--- config.mk ---
export PLATFORM = sky130hd
export DESIGN_NAME = tcam_match_array_flat
export DESIGN_NICKNAME = d
export VERILOG_FILES = /design/src/rtl/tcam_pkg.sv /design/src/rtl/tcam_match_array_if.sv /design/src/rtl/tcam_entry.sv /design/src/rtl/tcam_match_array.sv /design/src/flat_wrapper.sv
export SDC_FILE = /design/constraint.sdc
export NUM_CORES = 1
export LEC_CHECK = 0
export CELL_PAD_IN_SITES_DETAIL_PLACEMENT = 1
export CELL_PAD_IN_SITES_GLOBAL_PLACEMENT = 1
export CORE_UTILIZATION = 52
export CTS_BUF_LIST = sky130_fd_sc_hd__clkbuf_4
export CTS_CLUSTER_SIZE = 8
export DETAILED_ROUTE_END_ITERATION = 10
export PLACE_DENSITY = 0.84
export SYNTH_ARGS = -nofsm -noshare
export SYNTH_HDL_FRONTEND = slang
export SYNTH_SLANG_ARGS = --single-unit
--- constraint.sdc ---
create_clock -name clk -period 19.1 [get_ports clk]
set_input_delay 1.91 -clock clk [delete_from_list [all_inputs] [get_ports clk]]
set_output_delay 1.91 -clock clk [all_outputs]
set_load 0.02 [all_outputs]
--- src/rtl/tcam_pkg.sv ---
// Purpose: shared TCAM sizing constants, also used by the downstream priority encoder.
// Latency: n/a (constants only).
// Backpressure: n/a.
package tcam_pkg;
  localparam int ENTRIES = 16;
  localparam int WIDTH   = 8;
  localparam int ADDR_W  = $clog2(ENTRIES);
  localparam int CNT_W   = $clog2(ENTRIES + 1);
endpackage

--- src/rtl/tcam_match_array_if.sv ---
// Purpose: write, clear and search request bundle plus the registered search result.
// Latency: n/a (wires only).
// Backpressure: none; the consumer must take every result.
interface tcam_match_array_if;
  import tcam_pkg::*;

  logic               wr_en;
  logic [ADDR_W-1:0]  wr_addr;
  logic [WIDTH-1:0]   wr_data;
  logic [WIDTH-1:0]   wr_care;
  logic               wr_valid;
  logic               clear_all;
  logic               srch_en;
  logic [WIDTH-1:0]   srch_key;
  logic               match_valid;
  logic [ENTRIES-1:0] match_lines;
  logic               any_hit;
  logic [CNT_W-1:0]   entry_count;

  modport master (
    output wr_en, wr_addr, wr_data, wr_care, wr_valid, clear_all, srch_en, srch_key,
    input  match_valid, match_lines, any_hit, entry_count
  );

  modport slave (
    input  wr_en, wr_addr, wr_data, wr_care, wr_valid, clear_all, srch_en, srch_key,
    output match_valid, match_lines, any_hit, entry_count
  );
endinterface

--- src/rtl/tcam_entry.sv ---
// Purpose: one ternary row (value, care mask, valid) with its combinational match bit.
// Latency: match is combinational on the stored contents; writes land at the clock edge.
// Backpressure: none.
module tcam_entry
  import tcam_pkg::*;
(
  input  logic             clk,
  input  logic             rst,
  input  logic             we,
  input  logic             clr,
  input  logic [WIDTH-1:0] wr_data,
  input  logic [WIDTH-1:0] wr_care,
  input  logic             wr_valid,
  input  logic [WIDTH-1:0] srch_key,
  output logic             valid,
  output logic             match
);
  logic [WIDTH-1:0] value;
  logic [WIDTH-1:0] care;

  // Row storage; clear only drops the valid bit so value/care survive a clear.
  always_ff @(posedge clk or posedge rst) begin
    if (rst) begin
      value <= '0;
      care  <= '0;
      valid <= 1'b0;
    end else if (clr) begin
      valid <= 1'b0;
    end else if (we) begin
      value <= wr_data;
      care  <= wr_care;
      valid <= wr_valid;
    end
  end

  // Cared-about bits must agree; an invalid row never matches.
  always_comb begin
    match = valid && (((srch_key ^ value) & care) == '0);
  end
endmodule

--- src/rtl/tcam_match_array.sv ---
// Purpose: TCAM row array with write decode, clear_all, registered match vector and occupancy count.
// Latency: search launched at edge N is visible during cycle N+1; writes seen by searches from edge N+1.
// Backpressure: none; one search per cycle accepted, every result must be consumed.
module tcam_match_array
  import tcam_pkg::*;
(
  input  logic              clk,
  input  logic              rst,
  tcam_match_array_if.slave bus
);
  logic [ENTRIES-1:0] valid_vec;
  logic [ENTRIES-1:0] match_vec;
  logic [ENTRIES-1:0] row_we;
  logic               wr_ok;
  logic               old_valid;

  // Decode the write; clear_all suppresses it and out-of-range rows are ignored.
  always_comb begin
    wr_ok     = bus.wr_en && !bus.clear_all && (32'(bus.wr_addr) < ENTRIES);
    old_valid = 1'b0;
    row_we    = '0;
    if (wr_ok) begin
      old_valid = valid_vec[bus.wr_addr];
    end
    for (int i = 0; i < ENTRIES; i++) begin
      row_we[i] = wr_ok && (bus.wr_addr == ADDR_W'(i));
    end
  end

  for (genvar g = 0; g < ENTRIES; g++) begin : g_row
    tcam_entry u_entry (
      .clk      (clk),
      .rst      (rst),
      .we       (row_we[g]),
      .clr      (bus.clear_all),
      .wr_data  (bus.wr_data),
      .wr_care  (bus.wr_care),
      .wr_valid (bus.wr_valid),
      .srch_key (bus.srch_key),
      .valid    (valid_vec[g]),
      .match    (match_vec[g])
    );
  end

  // Capture the match vector from pre-write contents; hold it when no search is launched.
  always_ff @(posedge clk or posedge rst) begin
    if (rst) begin
      bus.match_valid <= 1'b0;
      bus.match_lines <= '0;
      bus.any_hit     <= 1'b0;
    end else if (bus.srch_en) begin
      bus.match_valid <= 1'b1;
      bus.match_lines <= match_vec;
      bus.any_hit     <= |match_vec;
    end else begin
      bus.match_valid <= 1'b0;
    end
  end

  // Occupancy moves only on valid-bit transitions; clear_all zeroes it.
  always_ff @(posedge clk or posedge rst) begin
    if (rst) begin
      bus.entry_count <= '0;
    end else if (bus.clear_all) begin
      bus.entry_count <= '0;
    end else if (wr_ok) begin
      if (bus.wr_valid && !old_valid) begin
        bus.entry_count <= bus.entry_count + CNT_W'(1);
      end else if (!bus.wr_valid && old_valid) begin
        bus.entry_count <= bus.entry_count - CNT_W'(1);
      end
    end
  end
endmodule

--- src/flat_wrapper.sv ---
// flat-port wrapper written by rule: the top's interface ports become plain ports
module tcam_match_array_flat import tcam_pkg::*;
  (clk, rst, bus_wr_en, bus_wr_addr, bus_wr_data, bus_wr_care, bus_wr_valid, bus_clear_all, bus_srch_en, bus_srch_key, bus_match_valid, bus_match_lines, bus_any_hit, bus_entry_count);
  tcam_match_array_if bus_i ();
  input  logic clk;
  input  logic rst;
  input wire logic [$bits(bus_i.wr_en)-1:0] bus_wr_en;
  input wire logic [$bits(bus_i.wr_addr)-1:0] bus_wr_addr;
  input wire logic [$bits(bus_i.wr_data)-1:0] bus_wr_data;
  input wire logic [$bits(bus_i.wr_care)-1:0] bus_wr_care;
  input wire logic [$bits(bus_i.wr_valid)-1:0] bus_wr_valid;
  input wire logic [$bits(bus_i.clear_all)-1:0] bus_clear_all;
  input wire logic [$bits(bus_i.srch_en)-1:0] bus_srch_en;
  input wire logic [$bits(bus_i.srch_key)-1:0] bus_srch_key;
  output wire logic [$bits(bus_i.match_valid)-1:0] bus_match_valid;
  output wire logic [$bits(bus_i.match_lines)-1:0] bus_match_lines;
  output wire logic [$bits(bus_i.any_hit)-1:0] bus_any_hit;
  output wire logic [$bits(bus_i.entry_count)-1:0] bus_entry_count;
  assign bus_i.wr_en = bus_wr_en;
  assign bus_i.wr_addr = bus_wr_addr;
  assign bus_i.wr_data = bus_wr_data;
  assign bus_i.wr_care = bus_wr_care;
  assign bus_i.wr_valid = bus_wr_valid;
  assign bus_i.clear_all = bus_clear_all;
  assign bus_i.srch_en = bus_srch_en;
  assign bus_i.srch_key = bus_srch_key;
  assign bus_match_valid = bus_i.match_valid;
  assign bus_match_lines = bus_i.match_lines;
  assign bus_any_hit = bus_i.any_hit;
  assign bus_entry_count = bus_i.entry_count;
  tcam_match_array u_core (.clk(clk), .rst(rst), .bus(bus_i));
endmodule
==> run metrics <==
status complete, no violations; Post-Syn Instances around 950; Total Power 0.00162 W; Design Area, Final 0.0151 sq mm; GR Overflow Total 0; share of layout cells above drive strength 1 roughly 39%; die area about 0.026 sq mm; initial antenna violation count 6; setup bufs post-CTS 0; starting density of the core 53.0%; Clock Path Buffers 3; startpoint types input port; Hold Path Depth 1; worst hold endpoint u_core.g_row[9].u_entry.care[6]$_DFFE_PP0P_; largest net degree at the start of global routing about 150; commonest non-fill, non-tap cell in the layout dfrtp_1; crit-path max FO 11; Clock Skew 0.0538 ns; Worst R2R Setup Slack about 16 ns; cts hold-fix bufs 0; slew margin rel. 24.2%; Clock Latency Late Sink 0.70 ns; Routed WL between 30 and 40 mm; Hold Crit Class flop to flop; DR vias 8076; vias in the first global route between 9000 and 10000; DR vias/cell 5.70; Chip Width between 150 and 200 um; Synth warnings 0; worst slew pin tran between 1 and 1.5 ns; Pwr Density around 110 mW/mm^2; post_cts resized 0; Slew Viols, Final 0; Core ar. approximately 0.025 sq mm; CP Data Required Time 19.61 ns; Tmin final 4.71 ns; Post-synth EDFFs 0; worst reg-to-reg path cell count 12; VDD IR-drop max 0.0000426 V; crit end category flop; clock net sink count 295; kind of critical path input port to flop; asr flop ratio synth 100%; post-synth net total roughly 1000; f_max ~0.21 GHz; Final GP Congestion about 0.82; critical path data arrival time approximately 5.2 ns; total CTS buffers 79; die height ~160 um; DP Area around 0.014 sq mm; r2r startpoint u_core.g_row[5].u_entry.valid$_DFFE_PP0P_; All-Layer GR Usage about a quarter; first-pass GRT wire length approximately 51 mm; io pins 57; DRC 0; initial drt markers between 400 and 500; drt first pass iters 5; sequential share of the synthesized area 55.1%; row count 58; H-tree levels 3; Area Growth Syn to Fin 12.6%; routed len/inst about 22 um; hold_sp u_core.g_row[9].u_entry.care[6]$_DFFE_PP0P_; CTS tree yes; final hold vios 0; final antenna-violating net count 0; Top FF cell, synth dfrtp_1; Final #Nets between 1000 and 1500; Mapped Area around 0.013 sq mm; clock transition at the registers of the reported paths roughly 0.060 ns; Yosys cell types between 40 and 50; Port-buffer cells between 50 and 60; Avg Synthesized Cell Area between 10 and 15 sq um; Setup Viol. Count Final 0; cell leakage power 7.17 nW; Detailed Place HPWL 19.8 mm; Fin Setup TNS 0 ns; FF+latch count, synth ~300; maxcap violations 0; r2r endpoint u_core.bus.entry_count[4]$_DFFE_PP0P_; most frequent cells in the layout dfrtp_1 (295), mux2_2 (272), xor2_1 (132), clkbuf_4 (115), clkdlybuf4s50_1 (56); period utilization between 20% and 30%; RSZ-0062 raised after global routing false; clk root buf clkbuf_4
==> Yosys cell counts (2+ instances only) <==
cell	number	area [sq um]
mux4_2	4	90.1
nand3_1	8	40.0
dfrtp_1	295	7380
a222oi_1	16	160
a22o_1	16	140
nor3_2	3	30.0
nor2_1	16	60.1
a21oi_1	8	40.0
mux2_2	272	3060
buf_4	10	75.1
nand2_1	34	128
buf_8	2	30.0
nor2_2	3	18.8
ha_1	4	50.1
xor2_1	132	1160
and4_1	16	140
nand2_2	4	25.0
mux2i_1	13	130
a221oi_1	16	140
buf_6	7	78.8
nor4_1	3	18.8
buf_2	19	95.1
nor2b_1	5	31.3
clkbuf_1	21	78.8
==> layout make-up <==
cell class              instances  area, sq um
fillers                      2471        10200
flip-flops and latches        295         7380
multi-input cells             589         5630
clock buffers                 115          863
repair buffers                 69          658
well taps                     330          413
clock inverters                18          124
inverters                       1         11.3
diodes                          1         2.50
==> how the worst max path moves through the flow <==
stage / from / to / slack [ns] / depth (start not counted)
5_1_grt: bus_wr_addr[1] / u_core.bus.entry_count[4]$_DFFE_PP0P_ / 14.27 / 13
3_5_place_dp: bus_wr_addr[1] / u_core.bus.entry_count[4]$_DFFE_PP0P_ / 13.71 / 13
2_1_floorplan: rst / u_core.bus.any_hit$_DFFE_PP0P_ / 9.04 / 1
6_report: bus_wr_addr[1] / u_core.bus.entry_count[4]$_DFFE_PP0P_ / 14.39 / 13
3_3_place_gp: bus_wr_addr[1] / u_core.bus.entry_count[4]$_DFFE_PP0P_ / 13.83 / 13
4_1_cts: bus_wr_addr[1] / u_core.bus.entry_count[4]$_DFFE_PP0P_ / 14.42 / 13
==> sequential cells by signal, indices dropped and copies added (netlist names) <==
name,flops
u_core.g_row.u_entry.care,128
u_core.g_row.u_entry.value,128
u_core.bus.match_lines,16
u_core.g_row.u_entry.valid,16
u_core.bus.entry_count,5
u_core.bus.any_hit,1
u_core.bus.match_valid,1
==> logic make-up (layout without fill, tap and decap cells) <==
family	Yosys count	count (layout)	share of synthesized area, %
other cells	0	1	0
simple gates	102	102	4.37
mux	289	289	24.5
compound gates	60	60	3.85
flops	295	295	55.1
xor+xnor	133	133	8.75
fa+ha+maj	5	5	0.523
buf+inv	62	203	2.88
==> worst max-delay path, stage by stage <==
cell and delay (ns):
clkdlybuf4s50_1 0.84, mux4_2 0.58, a22oi_2 0.19, nand3_2 0.13, nand2_1 0.09, nand2_1 0.16
fa_1 0.50, a21o_1 0.20, a21oi_1 0.17, and3b_1 0.18, o21ai_1 0.08, xor2_1 0.14
nor2_1 0.05
==> through the flow <==
step	util (%)	std cells	setup slack, ns	hold slack (ns)
global route	59.7	1418	14.27	0.522
finish	59.7	1418	14.39	0.505
global placement	55.8	1284	13.83	0.488
floorplan	-	946	9.04	0.478
detailed placement	55.8	1284	13.71	0.493
CTS	59.7	1417	14.42	0.508
==> per-layer routing <==
metal	vias to the layer above	GRT usage, %	part of all wire [%]
li1	3579	-	-
met1	4261	32.2	43
met2	180	43.7	51
met3	54	5.35	4.4
met4	2	8.83	1.7
met5	-	0	0.054
==> power breakdown <==
part           internal, W  switching (W)  leakage, nW
Clock             0.000301       0.000261        0.589
Combinational     0.000140       0.000119         2.77
Sequential        0.000732      0.0000672         3.81
Total              0.00117       0.000447         7.17
(Power assumes the default switching activity.)
